[config.mk]
export PLATFORM = sky130hd
export DESIGN_NAME = ts_switch_sequencer_flat
export DESIGN_NICKNAME = d
export VERILOG_FILES = /design/src/rtl/ts_qos_pkg.sv /design/src/rtl/ts_switch_sequencer_if.sv /design/src/rtl/sat_counter.sv /design/src/rtl/ts_switch_sequencer.sv /design/src/flat_wrapper.sv
export SDC_FILE = /design/constraint.sdc
export NUM_CORES = 1
export LEC_CHECK = 0
export CAP_MARGIN = 20
export CELL_PAD_IN_SITES_DETAIL_PLACEMENT = 0
export CELL_PAD_IN_SITES_GLOBAL_PLACEMENT = 1
export CORE_MARGIN = 3
export CORE_UTILIZATION = 53
export CTS_BUF_LIST = sky130_fd_sc_hd__clkbuf_2
export DETAILED_ROUTE_END_ITERATION = 10
export DONT_BUFFER_PORTS = 1
export PLACE_DENSITY_LB_ADDON = 0.1
export SYNTH_ARGS = -nofsm -noshare
export SYNTH_HDL_FRONTEND = slang
export SYNTH_SLANG_ARGS = --single-unit
export TNS_END_PERCENT = 50
[constraint.sdc]
create_clock -name clk -period 5.57 [get_ports clk]
set_input_delay 0.8355 -clock clk [delete_from_list [all_inputs] [get_ports clk]]
set_output_delay 0.8355 -clock clk [all_outputs]
set_load 0.02 [all_outputs]
[src/rtl/ts_qos_pkg.sv]
// Purpose: shared types and constants for the TS switch sequencer slice.
// Latency: n/a (package only).
// Backpressure: n/a (package only).
//
// Contents: FSM state enum, channel geometry, sync byte, default timing values.
package ts_qos_pkg;

    localparam int NUM_CH = 4;
    localparam int CH_W   = 2;

    // First byte of every 188-byte transport stream packet.
    localparam logic [7:0] SYNC_BYTE = 8'h47;

    localparam int DEF_STABLE_CYCLES  = 16;
    localparam int DEF_DWELL_CYCLES   = 1024;
    localparam int DEF_TIMEOUT_CYCLES = 4096;

    typedef enum logic [2:0] {
        ST_IDLE     = 3'd0,
        ST_STABLE   = 3'd1,
        ST_WAIT_BND = 3'd2,
        ST_SWITCH   = 3'd3,
        ST_DWELL    = 3'd4
    } sw_state_t;

endpackage

[src/rtl/ts_switch_sequencer_if.sv]
// Purpose: request/status bundle between main_control, the sequencer and the status registers.
// Latency: n/a (wires only).
// Backpressure: none; the request is level-held by main_control until it is satisfied.
//
// master: main_control side, drives request/valid/boundary/clear, observes mux and stats.
// slave : sequencer side, drives mux select/enable and status, observes the request.
interface ts_switch_sequencer_if import ts_qos_pkg::*; #(
    parameter int CNT_W = 16
) ();

    logic [CH_W-1:0]   req_channel;
    logic              req_en;
    logic [NUM_CH-1:0] valid;
    logic [NUM_CH-1:0] pkt_boundary;
    logic              clr_stats;

    logic [CH_W-1:0]   mux_sel;
    logic              mux_en;
    logic              busy;
    logic              switch_pulse;
    logic              forced_flag;
    logic [CNT_W-1:0]  switch_count;
    logic [CNT_W-1:0]  timeout_count;

    modport master (
        output req_channel, req_en, valid, pkt_boundary, clr_stats,
        input  mux_sel, mux_en, busy, switch_pulse, forced_flag, switch_count, timeout_count
    );

    modport slave (
        input  req_channel, req_en, valid, pkt_boundary, clr_stats,
        output mux_sel, mux_en, busy, switch_pulse, forced_flag, switch_count, timeout_count
    );

endinterface

[src/rtl/sat_counter.sv]
// Purpose: event counter that sticks at all-ones instead of wrapping.
// Latency: count reflects an increment one cycle after inc is sampled.
// Backpressure: none; clr wins over inc in the same cycle.
//
// Ports: clk, rst (sync, active high), clr (clear), inc (count enable), count (value).
module sat_counter #(
    parameter int W = 16
) (
    input  logic         clk,
    input  logic         rst,
    input  logic         clr,
    input  logic         inc,
    output logic [W-1:0] count
);

    logic [W-1:0] count_q;

    always_ff @(posedge clk) begin
        if (rst) begin
            count_q <= '0;
        end else if (clr) begin
            count_q <= '0;
        end else if (inc && (count_q != '1)) begin
            count_q <= count_q + W'(1);
        end
    end

    assign count = count_q;

endmodule

[src/rtl/ts_switch_sequencer.sv]
// Purpose: turns main_control channel requests into glitch-free TS mux switchovers.
// Latency: normal switch >= STABLE_CYCLES+2 cycles from request; emergency switch 1 cycle.
// Backpressure: none; requests are ignored while a switch is pending or during dwell.
//
// Ports: clk, rst (sync, active high); sw (slave modport) carries the request
// (req_channel, req_en, valid, pkt_boundary, clr_stats) and the results
// (mux_sel, mux_en, busy, switch_pulse, forced_flag, switch_count, timeout_count).
module ts_switch_sequencer import ts_qos_pkg::*; #(
    parameter int STABLE_CYCLES  = DEF_STABLE_CYCLES,
    parameter int DWELL_CYCLES   = DEF_DWELL_CYCLES,
    parameter int TIMEOUT_CYCLES = DEF_TIMEOUT_CYCLES,
    parameter int CNT_W          = 16
) (
    input  logic                 clk,
    input  logic                 rst,
    ts_switch_sequencer_if.slave sw
);

    localparam int STB_W = $clog2(STABLE_CYCLES) + 1;
    localparam int DWL_W = $clog2(DWELL_CYCLES) + 1;
    localparam int TMO_W = $clog2(TIMEOUT_CYCLES) + 1;

    localparam logic [STB_W-1:0] STB_LAST = STB_W'(STABLE_CYCLES - 1);
    localparam logic [DWL_W-1:0] DWL_LAST = DWL_W'(DWELL_CYCLES - 1);
    localparam logic [TMO_W-1:0] TMO_LAST = TMO_W'(TIMEOUT_CYCLES - 1);

    sw_state_t        state_q,   state_d;
    logic [CH_W-1:0]  target_q,  target_d;
    logic [STB_W-1:0] stb_q,     stb_d;
    logic [DWL_W-1:0] dwl_q,     dwl_d;
    logic [TMO_W-1:0] tmo_q,     tmo_d;
    logic [CH_W-1:0]  mux_sel_q, mux_sel_d;
    logic             mux_en_q,  mux_en_d;
    logic             forced_q,  forced_d;

    logic emerg;
    logic tmo_evt;
    logic emerg_evt;
    logic busy;
    logic switch_pulse;

    // Active channel has gone dark and main_control is asking for a live one:
    // skip stability and boundary alignment, a glitch beats a dead output.
    assign emerg = mux_en_q
                && !sw.valid[mux_sel_q]
                && sw.req_en
                && (sw.req_channel != mux_sel_q)
                && sw.valid[sw.req_channel];

    // State register
    always_ff @(posedge clk) begin
        if (rst) begin
            state_q <= ST_IDLE;
        end else begin
            state_q <= state_d;
        end
    end

    // Next-state, timers and target
    always_comb begin
        state_d   = state_q;
        target_d  = target_q;
        stb_d     = stb_q;
        dwl_d     = dwl_q;
        tmo_d     = tmo_q;
        tmo_evt   = 1'b0;
        emerg_evt = 1'b0;

        if (emerg && (state_q != ST_SWITCH)) begin
            state_d   = ST_SWITCH;
            target_d  = sw.req_channel;
            emerg_evt = 1'b1;
        end else begin
            unique case (state_q)
                ST_IDLE: begin
                    if (sw.req_en && ((sw.req_channel != mux_sel_q) || !mux_en_q)) begin
                        state_d  = ST_STABLE;
                        target_d = sw.req_channel;
                        stb_d    = '0;
                    end
                end
                ST_STABLE: begin
                    if (!sw.req_en || ((sw.req_channel == mux_sel_q) && mux_en_q)) begin
                        state_d = ST_IDLE;
                    end else if (sw.req_channel != target_q) begin
                        target_d = sw.req_channel;
                        stb_d    = '0;
                    end else if (stb_q == STB_LAST) begin
                        state_d = ST_WAIT_BND;
                        tmo_d   = '0;
                    end else begin
                        stb_d = stb_q + STB_W'(1);
                    end
                end
                ST_WAIT_BND: begin
                    if (sw.req_channel != target_q) begin
                        state_d  = ST_STABLE;
                        target_d = sw.req_channel;
                        stb_d    = '0;
                    end else if (sw.pkt_boundary[target_q] && sw.valid[target_q]) begin
                        // Boundary strobe leads the sync byte by one cycle, so
                        // flipping mux_sel on this edge lands on the sync byte.
                        state_d = ST_SWITCH;
                    end else if (tmo_q == TMO_LAST) begin
                        state_d = ST_SWITCH;
                        tmo_evt = 1'b1;
                    end else begin
                        tmo_d = tmo_q + TMO_W'(1);
                    end
                end
                ST_SWITCH: begin
                    state_d = ST_DWELL;
                    dwl_d   = '0;
                end
                ST_DWELL: begin
                    if (dwl_q == DWL_LAST) begin
                        state_d = ST_IDLE;
                    end else begin
                        dwl_d = dwl_q + DWL_W'(1);
                    end
                end
                default: begin
                    state_d = ST_IDLE;
                end
            endcase
        end

        // The mux register loads on the edge entering SWITCH, so switch_pulse
        // (decoded from SWITCH) coincides with the first cycle of the new select.
        mux_sel_d = mux_sel_q;
        mux_en_d  = mux_en_q;
        if (state_d == ST_SWITCH) begin
            mux_sel_d = target_d;
            mux_en_d  = 1'b1;
        end

        if (sw.clr_stats) begin
            forced_d = 1'b0;
        end else if (tmo_evt || emerg_evt) begin
            forced_d = 1'b1;
        end else begin
            forced_d = forced_q;
        end
    end

    // Outputs decoded from state
    always_comb begin
        busy         = (state_q != ST_IDLE);
        switch_pulse = (state_q == ST_SWITCH);
    end

    always_ff @(posedge clk) begin
        if (rst) begin
            target_q  <= '0;
            stb_q     <= '0;
            dwl_q     <= '0;
            tmo_q     <= '0;
            mux_sel_q <= '0;
            mux_en_q  <= 1'b0;
            forced_q  <= 1'b0;
        end else begin
            target_q  <= target_d;
            stb_q     <= stb_d;
            dwl_q     <= dwl_d;
            tmo_q     <= tmo_d;
            mux_sel_q <= mux_sel_d;
            mux_en_q  <= mux_en_d;
            forced_q  <= forced_d;
        end
    end

    logic [CNT_W-1:0] switch_count;
    logic [CNT_W-1:0] timeout_count;

    sat_counter #(.W(CNT_W)) u_switch_cnt (
        .clk   (clk),
        .rst   (rst),
        .clr   (sw.clr_stats),
        .inc   (switch_pulse),
        .count (switch_count)
    );

    sat_counter #(.W(CNT_W)) u_timeout_cnt (
        .clk   (clk),
        .rst   (rst),
        .clr   (sw.clr_stats),
        .inc   (tmo_evt),
        .count (timeout_count)
    );

    assign sw.mux_sel       = mux_sel_q;
    assign sw.mux_en        = mux_en_q;
    assign sw.busy          = busy;
    assign sw.switch_pulse  = switch_pulse;
    assign sw.forced_flag   = forced_q;
    assign sw.switch_count  = switch_count;
    assign sw.timeout_count = timeout_count;

endmodule

[src/flat_wrapper.sv]
// flat-port wrapper written by rule: the top's interface ports become plain ports
module ts_switch_sequencer_flat import ts_qos_pkg::*;
#(
    parameter int STABLE_CYCLES  = DEF_STABLE_CYCLES,
    parameter int DWELL_CYCLES   = DEF_DWELL_CYCLES,
    parameter int TIMEOUT_CYCLES = DEF_TIMEOUT_CYCLES,
    parameter int CNT_W          = 16
)
  (clk, rst, sw_req_channel, sw_req_en, sw_valid, sw_pkt_boundary, sw_clr_stats, sw_mux_sel, sw_mux_en, sw_busy, sw_switch_pulse, sw_forced_flag, sw_switch_count, sw_timeout_count);
  ts_switch_sequencer_if #(.CNT_W(CNT_W)) sw_i ();
  input  logic clk;
  input  logic rst;
  input wire logic [$bits(sw_i.req_channel)-1:0] sw_req_channel;
  input wire logic [$bits(sw_i.req_en)-1:0] sw_req_en;
  input wire logic [$bits(sw_i.valid)-1:0] sw_valid;
  input wire logic [$bits(sw_i.pkt_boundary)-1:0] sw_pkt_boundary;
  input wire logic [$bits(sw_i.clr_stats)-1:0] sw_clr_stats;
  output wire logic [$bits(sw_i.mux_sel)-1:0] sw_mux_sel;
  output wire logic [$bits(sw_i.mux_en)-1:0] sw_mux_en;
  output wire logic [$bits(sw_i.busy)-1:0] sw_busy;
  output wire logic [$bits(sw_i.switch_pulse)-1:0] sw_switch_pulse;
  output wire logic [$bits(sw_i.forced_flag)-1:0] sw_forced_flag;
  output wire logic [$bits(sw_i.switch_count)-1:0] sw_switch_count;
  output wire logic [$bits(sw_i.timeout_count)-1:0] sw_timeout_count;
  assign sw_i.req_channel = sw_req_channel;
  assign sw_i.req_en = sw_req_en;
  assign sw_i.valid = sw_valid;
  assign sw_i.pkt_boundary = sw_pkt_boundary;
  assign sw_i.clr_stats = sw_clr_stats;
  assign sw_mux_sel = sw_i.mux_sel;
  assign sw_mux_en = sw_i.mux_en;
  assign sw_busy = sw_i.busy;
  assign sw_switch_pulse = sw_i.switch_pulse;
  assign sw_forced_flag = sw_i.forced_flag;
  assign sw_switch_count = sw_i.switch_count;
  assign sw_timeout_count = sw_i.timeout_count;
  ts_switch_sequencer #(.STABLE_CYCLES(STABLE_CYCLES), .DWELL_CYCLES(DWELL_CYCLES), .TIMEOUT_CYCLES(TIMEOUT_CYCLES), .CNT_W(CNT_W)) u_core (.clk(clk), .rst(rst), .sw(sw_i));
endmodule
==> results of run 1 <==
## where the power goes
| part | leakage [nW] | switching, mW | internal (mW) |
|---|---|---|---|
| sequential | 0.564 | 0.00253 | 0.503 |
| clock | 0.0753 | 0.182 | 0.145 |
| combinational | 0.587 | 0.0187 | 0.0117 |
| total | 1.23 | 0.203 | 0.660 |
## per-stage QoR
step | setup WS, ns | instance area (µm²) | utilization (%) | power (mW)
floorplan | 2.930 | 3582 | - | 0.5433
global placement | 2.566 | 3602 | 55.77 | 0.5450
detailed placement | 2.468 | 3602 | 55.77 | 0.5456
CTS | 2.377 | 3736 | 57.85 | 0.8746
global route | 1.997 | 3736 | 57.85 | 0.9018
finish | 2.320 | 3736 | 57.85 | 0.8630
## routing by layer
metal / wire [µm] / global-route usage (%) / part of all wire (%) / up-vias
met1: 3564 / 26.86 / 45 / 1457
li1: - / - / - / 1570
met3: 427 / 5.493 / 5.4 / 6
met2: 3886 / 35.28 / 49 / 59
met5: 0 / 0 / 0 / -
met4: 76 / 8.516 / 0.96 / 0
## path summary, 6_finish.rpt
kind                                                  endpoint              start  slack, ns  depth (start not counted)
worst min register to register                u_core.tmo_q[12]   u_core.tmo_q[12]       0.46                          2
worst min-delay path                           u_core.dwl_q[1]                rst       0.40                          1
worst max register to register  u_core.u_timeout_cnt.count[11]  u_core.state_q[0]       2.32                          6
worst max-delay path            u_core.u_timeout_cnt.count[11]  u_core.state_q[0]       2.32                          6
## sequential cells by signal, summed over array words and instances, names as in the netlist
register                    cells
u_core.target_q                 2
u_core.state_q                  3
u_core.sw.mux_sel               2
u_core.u_switch_cnt.count      16
u_core.tmo_q                   13
u_core.stb_q                    5
u_core.sw.forced_flag           1
u_core.dwl_q                   11
u_core.u_timeout_cnt.count     16
u_core.sw.mux_en                1
## Yosys cell counts, types with 6 or more instances
library cell / count / area, µm²
nand2_1: 33 / 123.9
mux2i_1: 9 / 90.09
clkbuf_1: 11 / 41.29
a21oi_1: 33 / 165.2
nor2_1: 42 / 157.7
o21ai_0: 24 / 120.1
nor4_1: 6 / 37.54
nand4_1: 14 / 87.58
xnor2_1: 15 / 131.4
buf_2: 7 / 35.03
inv_1: 12 / 45.04
and3_1: 16 / 100.1
dfxtp_1: 70 / 1401
nand3_1: 34 / 170.2
xor2_1: 11 / 96.34
or3_1: 24 / 150.1
ha_1: 6 / 75.07
## cells by family (layout without fill, tap and decap cells)
| logic type | after synthesis | count (layout) | share of synthesized area, % |
|---|---|---|---|
| compound gates | 87 | 87 | 15.19 |
| buf+inv | 33 | 30 | 3.807 |
| mux | 11 | 11 | 3.458 |
| fa+ha+maj | 6 | 6 | 2.096 |
| flops | 70 | 70 | 39.12 |
| simple gates | 200 | 200 | 29.51 |
| xor+xnor | 27 | 27 | 6.811 |
## area by class of cell
cell class | count | area share (%)
Tap cell | 77 | 2.579
Inverter | 12 | 1.206
Sequential cell | 70 | 37.51
Timing Repair Buffer | 2 | 0.4019
Clock buffer | 9 | 1.206
Clock inverter | 7 | 2.378
Multi-Input combinational cell | 331 | 54.72
==> out/qor.csv, run 1 <==
metric;value;unit
core_region_area;6459;µm²
fin_hold_ws;0.4019;ns
cts_hold_buf;0;
fin_nets;446;
fin_tns_setup;0;ns
synth-seq-cells;70;
synth.net_count;454;
multiInputGateArea;2044;µm²
worst-path-buf-inv;0;
tritoncts;yes;
grt_antenna_before_repair;0;
nFillCells;626;
p_leak;1.226;nW
numCtsBuffers;9;
clk_path_buf_depth;2;
drtPass1Iterations;4;
cpMostUsedCell;nand3_1;
fmax;307.7;MHz
seqCellArea;1401;µm²
cts_sinks;70;
start_util;55.46;%
vias_per_cell;6.087;
cts_root_buffer;clkbuf_2;
h-tree-depth;3;
grt_pass1_wl;13410;µm
netlist_instances;434;
ys_warn_count;0;
crit_required;5.98;ns
vias;3092;
irDropWorstVdd;0.1456;mV
diodes;0;
overflow;0;
post-place-cells;492;
path_clk_slew;0.19;ns
synth_cell_types;49;
final_cells;508;
fin_crit_sh;58.34;%
drive_above_1_share;6.497;%
track_usage;21.43;%
relSlewSlack;45.57;%
finClkSkew;0.02524;ns
status;completed;
rows;29;
synthToLayoutAreaGrowth;4.296;%
slowest_delay;0.71;ns
ctsResizeCount;0;
io_pins;52;
synth-seq-area-share;39.12;%
arrival;3.66;ns
path_cells;and3b_1, a211oi_1, nand3_1, nand3_1, or3_1, a21oi_1;
grt_setup_unrepaired;no;
slowest_stage;nand3_1;
ys_async_sr_fraction;0;%
worstMarginPinSlew;0.8142;ns
setup_viol_count_final;0;
final_cell_mix;dfxtp_1, nor2_1, nand3_1;
period_minus_slack;3.250;ns
synth_edf_count;0;
die_y;88.21;µm
post_cts_buffers;0;
gp_congestion;0.7591;
dieArea;7781;µm²
drtIter0Drc;147;
maxSlewViolCount;0;
powerDensity;231.0;nW/µm²
portBuffers;0;
final_common_cell;dfxtp_1;
worstPathMaxFanout;26;
dieWidth;88.21;µm
place_hpwl;5579;µm
wl_per_cell;15.66;µm
grt_pass1_vias;2910;
start_kind;flip-flop;
routed_wl;7953;µm
yosys_most_used_dff;dfxtp_1;
hp-class;primary input to flip-flop;
hold_viol_final;0;
cp-end-kind;flip-flop;
clk_latency;0.49;ns
grt_start_max_net_pins;33;
syn_area_per_cell;8.254;µm²
synth_area;3582;µm²
antenna_left;0;
crit_family;simple AND/OR/NAND/NOR gates;
path_class;flip-flop to flip-flop;
drc;0;
drv_cap;0;
(Power assumes the default switching activity.)
==> inputs of run 2 (changes only) <==
--- a/config.mk
+++ b/config.mk
@@ -5,11 +5,12 @@
 export SDC_FILE = /design/constraint.sdc
 export NUM_CORES = 1
 export LEC_CHECK = 0
+export ABC_AREA = 1
 export CAP_MARGIN = 20
 export CELL_PAD_IN_SITES_DETAIL_PLACEMENT = 0
 export CELL_PAD_IN_SITES_GLOBAL_PLACEMENT = 1
 export CORE_MARGIN = 3
-export CORE_UTILIZATION = 53
+export CORE_UTILIZATION = 47
 export CTS_BUF_LIST = sky130_fd_sc_hd__clkbuf_2
 export DETAILED_ROUTE_END_ITERATION = 10
 export DONT_BUFFER_PORTS = 1
==> constraint.sdc (replaced) <==
create_clock -name clk -period 3.3 [get_ports clk]
set_input_delay 0.495 -clock clk [delete_from_list [all_inputs] [get_ports clk]]
set_output_delay 0.495 -clock clk [all_outputs]
set_load 0.02 [all_outputs]
==> run 2 against run 1 <==
  * Combinational power rose to 3.4 times the previous value
  * Register-to-register slack got worse by 1.3 ns
  * Largest power group unchanged
  * Sequential power is 70% higher
  * Wire length grew 30%
  * Via count rose by 32%
  * Sequential share of layout area is 6.9 points lower
  * Highest routed layer unchanged
  * Flip-flop and latch count unchanged
==> out/qor.csv, run 2 <==
metric;value;unit;change
grt_start_max_net_pins;27;;was 33
period_minus_slack;2.285;ns;was 3.250 ns
cts_sinks;70;;unchanged
powerDensity;321.1;nW/µm²;was 231.0 nW/µm²
syn_area_per_cell;6.616;µm²;was 8.254 µm²
post_cts_buffers;0;;unchanged
fin_crit_sh;69.23;%;was 58.34%
drc;0;;unchanged
wl_per_cell;13.38;µm;was 15.66 µm
track_usage;20.40;%;was 21.43%
rows;34;;was 29
diodes;0;;unchanged
synth_area;4387;µm²;was 3582 µm²
nFillCells;954;;was 626
dieArea;10530;µm²;was 7781 µm²
antenna_left;0;;unchanged
synth_cell_types;36;;was 49
relSlewSlack;45.63;%;was 45.57%
core_region_area;8891;µm²;was 6459 µm²
final_cell_mix;nand2_1, nor2_1, dfxtp_1;;was dfxtp_1, nor2_1, nand3_1
netlist_instances;663;;was 434
layout_setup_ws;1.015;ns;was 2.320 ns
die_y;102.6;µm;was 88.21 µm
vias_per_cell;5.254;;was 6.087
synthToLayoutAreaGrowth;4.449;%;was 4.296%
start_kind;flip-flop;;unchanged
synth-seq-area-share;31.95;%;was 39.12%
start_util;49.34;%;was 55.46%
io_pins;52;;unchanged
ys_async_sr_fraction;0;%;unchanged
drtPass1Iterations;4;;unchanged
status;completed;;unchanged
finClkSkew;0.02651;ns;was 0.02524 ns
yosys_most_used_dff;dfxtp_1;;unchanged
grt_pass1_wl;17370;µm;was 13410 µm
cts_root_buffer;clkbuf_2;;unchanged
synth_top_cell_by_area;dfxtp_1;;unchanged
path_class;flip-flop to flip-flop;;unchanged
drive_above_1_share;11.54;%;was 6.497%
totalPowerFinal;1.471;mW;was 0.8630 mW
synth-seq-cells;70;;unchanged
p_leak;1.646;nW;was 1.226 nW
slowest_delay;0.59;ns;was 0.71 ns
yosysMostFrequentCell;nand2_1;;was dfxtp_1
synth_top_cell_area_share;31.95;%;was 39.12%
fin_nets;682;;was 446
cpMostUsedCell;nand2_1;;was nand3_1
worstPathMaxFanout;17;;was 26
setup_viol_count_final;0;;unchanged
irDropWorstVdd;0.1921;mV;was 0.1456 mV
arrival;2.70;ns;was 3.66 ns
tritoncts;yes;;unchanged
h-tree-depth;3;;unchanged
overflow;0;;unchanged
synthTopCellsByArea;dfxtp_1, nand2_1, nor2_1, nand3_1, a21oi_1;;was dfxtp_1, nand3_1, a21oi_1, nor2_1, or3_1
drv_cap;0;;unchanged
path_clk_slew;0.23;ns;was 0.19 ns
clk_path_buf_depth;2;;unchanged
synth_common_cells;nand2_1, nor2_1, dfxtp_1;;was dfxtp_1, nor2_1, nand3_1
grt_pass1_vias;3673;;was 2910
routed_wl;10370;µm;was 7953 µm
final_common_cell;nand2_1;;was dfxtp_1
portBuffers;0;;unchanged
grt_antenna_before_repair;0;;unchanged
hold_viol_final;0;;unchanged
numCtsBuffers;9;;unchanged
clk_latency;0.50;ns;was 0.49 ns
fin_tns_setup;0;ns;unchanged
drtIter0Drc;141;;was 147
ctsResizeCount;0;;unchanged
place_hpwl;7353;µm;was 5579 µm
maxSlewViolCount;0;;unchanged
dieWidth;102.6;µm;was 88.21 µm
vias;4072;;was 3092
slowest_stage;dfxtp_1;;was nand3_1
dp_worst_setup_slack;1.066;ns;was 2.468 ns
synth.net_count;683;;was 454
path_cells;ha_1, nand2_1, nor2_2, nand4_2, nand3_4, nand2_1, a21oi_1;;was and3b_1, a211oi_1, nand3_1, nand3_1, or3_1, a21oi_1
hp-class;primary input to flip-flop;;unchanged
fmax;437.7;MHz;was 307.7 MHz
synth_edf_count;0;;unchanged
grt_setup_unrepaired;no;;unchanged
gp_congestion;0.8441;;was 0.7591
worstMarginPinSlew;0.8129;ns;was 0.8142 ns
crit_required;3.72;ns;was 5.98 ns
cp-end-kind;flip-flop;;unchanged
ys_warn_count;0;;unchanged
## run 2: cell count changes after synthesis, moves of 13 or more
cell     change
nand3_1     +16
nand2_1    +145
o21ai_0     -13
or3_1       -24
and3_1      -15
a21oi_1     +14
nor2_1      +43
inv_1       +48
nand2_2     +17
## run 2: per-stage QoR
stage | instances | hold WS, ns | area (µm²) | utilization (%)
after floorplan | 663 | 0.4497 | 4387 | -
after global placement | 755 | 0.4702 | 4423 | 49.75
after global routing | 775 | 0.04754 | 4582 | 51.53
final | 775 | 0.1236 | 4582 | 51.53
after CTS | 774 | 0.0005360 | 4572 | 51.42
after detailed placement | 755 | 0.4814 | 4423 | 49.75
## run 2: cell type report
class | instances | area, µm² | area share [%]
multi-input combinational | 504 | 2609 | 56.94
sequential | 70 | 1401 | 30.58
inverter | 72 | 270.3 | 5.898
tap | 108 | 135.1 | 2.949
clock inverter | 7 | 73.82 | 1.611
timing repair buffer | 5 | 47.55 | 1.038
clock buffer | 9 | 45.04 | 0.9831
## run 2: final timing paths
kind,from,cells after the start,slack (ns),to
setup / recovery,u_core.u_timeout_cnt.count[0],7,1.02,u_core.u_timeout_cnt.count[12]
hold / removal,sw_req_channel[0],2,0.12,u_core.target_q[0]
setup reg to reg,u_core.u_timeout_cnt.count[0],7,1.02,u_core.u_timeout_cnt.count[12]
hold reg to reg,u_core.stb_q[3],2,0.51,u_core.stb_q[3]
## run 2: timing repair
action                                 in CTS  in global routing
endpoints found under the hold margin      14                 10
setup endpoints to repair                   0                  0
hold buffers                                3                  1
## run 2: critical path, delay by kind of cell (launching register included)
| family | cells | cell delay (ns) |
|---|---|---|
| flip-flops | 1 | 0.59 |
| adder cells (fa/ha/maj) | 1 | 0.29 |
| AND/OR/NAND/NOR | 5 | 1.19 |
| AO/OA/AOI/OAI | 1 | 0.14 |
## run 2: metal layers
layer	vias up	part of all wire [%]	GRT usage, %
met5	-	0	0
met4	0	0.65	5.449
met3	4	3.6	4.736
met2	71	49	34.06
met1	1863	47	26.47
li1	2134	-	-
## run 2: logic make-up after synthesis
logic type      synth area share (%)
compound gates                 9.783
xor+xnor                       6.760
fa+ha+maj                      1.711
buf+inv                        8.585
flops                          31.95
simple gates                   41.22
## run 2: power breakdown
group	internal, mW	total [mW]	switching (mW)
sequential	0.853	0.860	0.00650
combinational	0.0314	0.102	0.0704
clock	0.178	0.510	0.332
==> inputs of run 3 (changes only) <==
==> constraint.sdc (replaced) <==
create_clock -name clk -period 2.4 [get_ports clk]
set_input_delay 0.36 -clock clk [delete_from_list [all_inputs] [get_ports clk]]
set_output_delay 0.36 -clock clk [all_outputs]
set_load 0.02 [all_outputs]
==> run 3 against run 2 <==
  * Power rose by 43%
  * Register-to-register slack lost 0.66 ns
  * Clock-buffer cell count unchanged
  * Combinational power grew 40%
  * Sequential power up 37%
  * Largest power group unchanged
  * Sequential share of layout area down 0.78 points
  * Die area did not move
==> out/qor.csv, run 3 (synthesized netlist as in run 2, its figures left out) <==
metric;value;unit;change
grt_start_max_net_pins;28;;was 27
h-tree-depth;3;;unchanged
start_util;49.34;%;unchanged
tritoncts;yes;;unchanged
drc;0;;unchanged
drtIter0Drc;167;;was 141
finClkSkew;0.03542;ns;was 0.02651 ns
portBuffers;0;;unchanged
irDropWorstVdd;0.3019;mV;was 0.1921 mV
grt_pass1_wl;17220;µm;was 17370 µm
r2r_start;u_core.tmo_q[0];;was u_core.u_timeout_cnt.count[0]
grt_pass1_vias;3801;;was 3673
fin_hold_ws;0.08835;ns;was 0.1236 ns
fin_tns_setup;0;ns;unchanged
vias_per_cell;5.236;;was 5.254
wl_per_cell;13.17;µm;was 13.38 µm
dieWidth;102.6;µm;unchanged
p_leak;1.722;nW;was 1.646 nW
p_sw_share;26.17;%;was 27.77%
pwr-share-seq;56.1;%;was 58.4%
status;completed;;unchanged
powerDensity;447.9;nW/µm²;was 321.1 nW/µm²
die_y;102.6;µm;unchanged
fin_crit_sh;85.38;%;was 69.23%
reg2reg_slack;0.35;ns;was 1.02 ns
path_clk_slew;0.21;ns;was 0.23 ns
ctsResizeCount;0;;unchanged
layout_setup_ws;0.3509;ns;was 1.015 ns
hp-class;primary input to flip-flop;;unchanged
worstPathMaxFanout;17;;unchanged
dieArea;10530;µm²;unchanged
start_kind;flip-flop;;unchanged
final_cell_mix;nand2_1, nor2_1, dfxtp_1;;unchanged
fin_nets;695;;was 682
track_usage;20.23;%;was 20.40%
setup_viol_count_final;0;;unchanged
cts_root_buffer;clkbuf_2;;unchanged
r2r_end;u_core.u_timeout_cnt.count[5];;was u_core.u_timeout_cnt.count[12]
worstMarginPinSlew;0.4611;ns;was 0.8129 ns
vias;4126;;was 4072
cp-end-kind;flip-flop;;unchanged
drtPass1Iterations;5;;was 4
routed_wl;10380;µm;was 10370 µm
crit_required;2.79;ns;was 3.72 ns
reg2reg_depth;10;;was 7
final_common_cell;nand2_1;;unchanged
startpoint;u_core.tmo_q[0];;was u_core.u_timeout_cnt.count[0]
numCtsBuffers;9;;unchanged
drv_cap;0;;unchanged
grt_setup_unrepaired;no;;unchanged
period_minus_slack;2.049;ns;was 2.285 ns
post_cts_buffers;0;;unchanged
gp_congestion;0.8716;;was 0.8441
p_sw;0.5511;mW;was 0.4085 mW
hold_viol_final;0;;unchanged
synthToLayoutAreaGrowth;7.188;%;was 4.449%
grt_antenna_before_repair;0;;unchanged
p_comb_share;6.8;%;was 6.9%
io_pins;52;;unchanged
drive_above_1_share;13.53;%;was 11.54%
path_class;flip-flop to flip-flop;;unchanged
place_hpwl;7516;µm;was 7353 µm
internal-power;1.555;mW;was 1.063 mW
totalPowerFinal;2.106;mW;was 1.471 mW
rows;34;;unchanged
p_clk_share;37.1;%;was 34.7%
antenna_left;0;;unchanged
maxSlewViolCount;0;;unchanged
worstSetupEndpoint;u_core.u_timeout_cnt.count[5];;was u_core.u_timeout_cnt.count[12]
cts_sinks;70;;unchanged
diodes;0;;unchanged
fmax;488.0;MHz;was 437.7 MHz
overflow;0;;unchanged
arrival;2.44;ns;was 2.70 ns
clk_path_buf_depth;2;;unchanged
relSlewSlack;69.19;%;was 45.63%
dp_worst_setup_slack;0.3451;ns;was 1.066 ns
clk_latency;0.51;ns;was 0.50 ns
core_region_area;8891;µm²;unchanged
## run 3: changes by cell type in the layout (fill, tap and decap cells not counted), sizes merged
cell	change
dlygate4sd3	-2
clkinvlp	+2
clkinv	-2
bufinv	+1
inv	-1
buf	+15
## run 3: area by class of cell
| class | instances | area, µm² |
|---|---|---|
| Fill cell | 913 | 4189 |
| Inverter | 72 | 270.3 |
| Multi-Input combinational cell | 504 | 2609 |
| Timing Repair Buffer | 18 | 152.6 |
| Clock inverter | 7 | 88.84 |
| Tap cell | 108 | 135.1 |
| Clock buffer | 9 | 45.04 |
| Sequential cell | 70 | 1401 |
## run 3: timing repair
item | 4_1_cts | 5_1_grt
endpoints found under the setup margin | 0 | 0
hold buffers | 3 | 0
hold endpoints to repair | 28 | 0
## run 3: critical path, stage by stage, from the launching register on
cell and delay [ns]:
dfxtp_1 0.45, ha_1 0.23, inv_1 0.09, nor2_4 0.15, nand2_2 0.10, nor2_4 0.13
nand3_4 0.12, nor2_8 0.26, nand3_4 0.25, nand2_1 0.11, a21oi_1 0.06
## run 3: worst min-delay path by stage
stage	start	endpoint	slack [ns]	cells after the start
5_1_grt	rst	u_core.tmo_q[8]	0.03	2
6_report	rst	u_core.tmo_q[4]	0.09	2
4_1_cts	rst	u_core.tmo_q[10]	0.04	2
3_5_place_dp	rst	u_core.tmo_q[3]	0.43	1
2_1_floorplan	u_core.dwl_q[6]	u_core.dwl_q[6]	0.45	2
3_3_place_gp	rst	u_core.tmo_q[3]	0.43	1
## run 3: per-layer routing
metal  wire length (µm)  GRT usage (%)  up-vias  share of wire, %
met2               4861          34.06       98                47
met1               4836          25.44     1849                47
li1                   -              -     2161                 -
met5                  0              0        -                 0
met4                180          6.660        0               1.7
met3                503          4.871       18               4.8
## run 3: metrics by stage
stage	utilization, %	instances	instance area, µm²
after floorplan	-	663	4387
after global placement	50.93	769	4528
after detailed placement	50.93	769	4528
after CTS	52.88	788	4702
after global routing	52.88	788	4702
final	52.88	788	4702
## run 3: power groups by stage
stage	registers, mW	clock network, mW	logic (mW)
2_1_floorplan	1.20	0	0.117
3_3_place_gp	1.20	0	0.126
3_5_place_dp	1.20	0	0.127
4_1_cts	1.18	0.823	0.143
5_1_grt	1.18	0.869	0.160
6_report	1.18	0.782	0.143
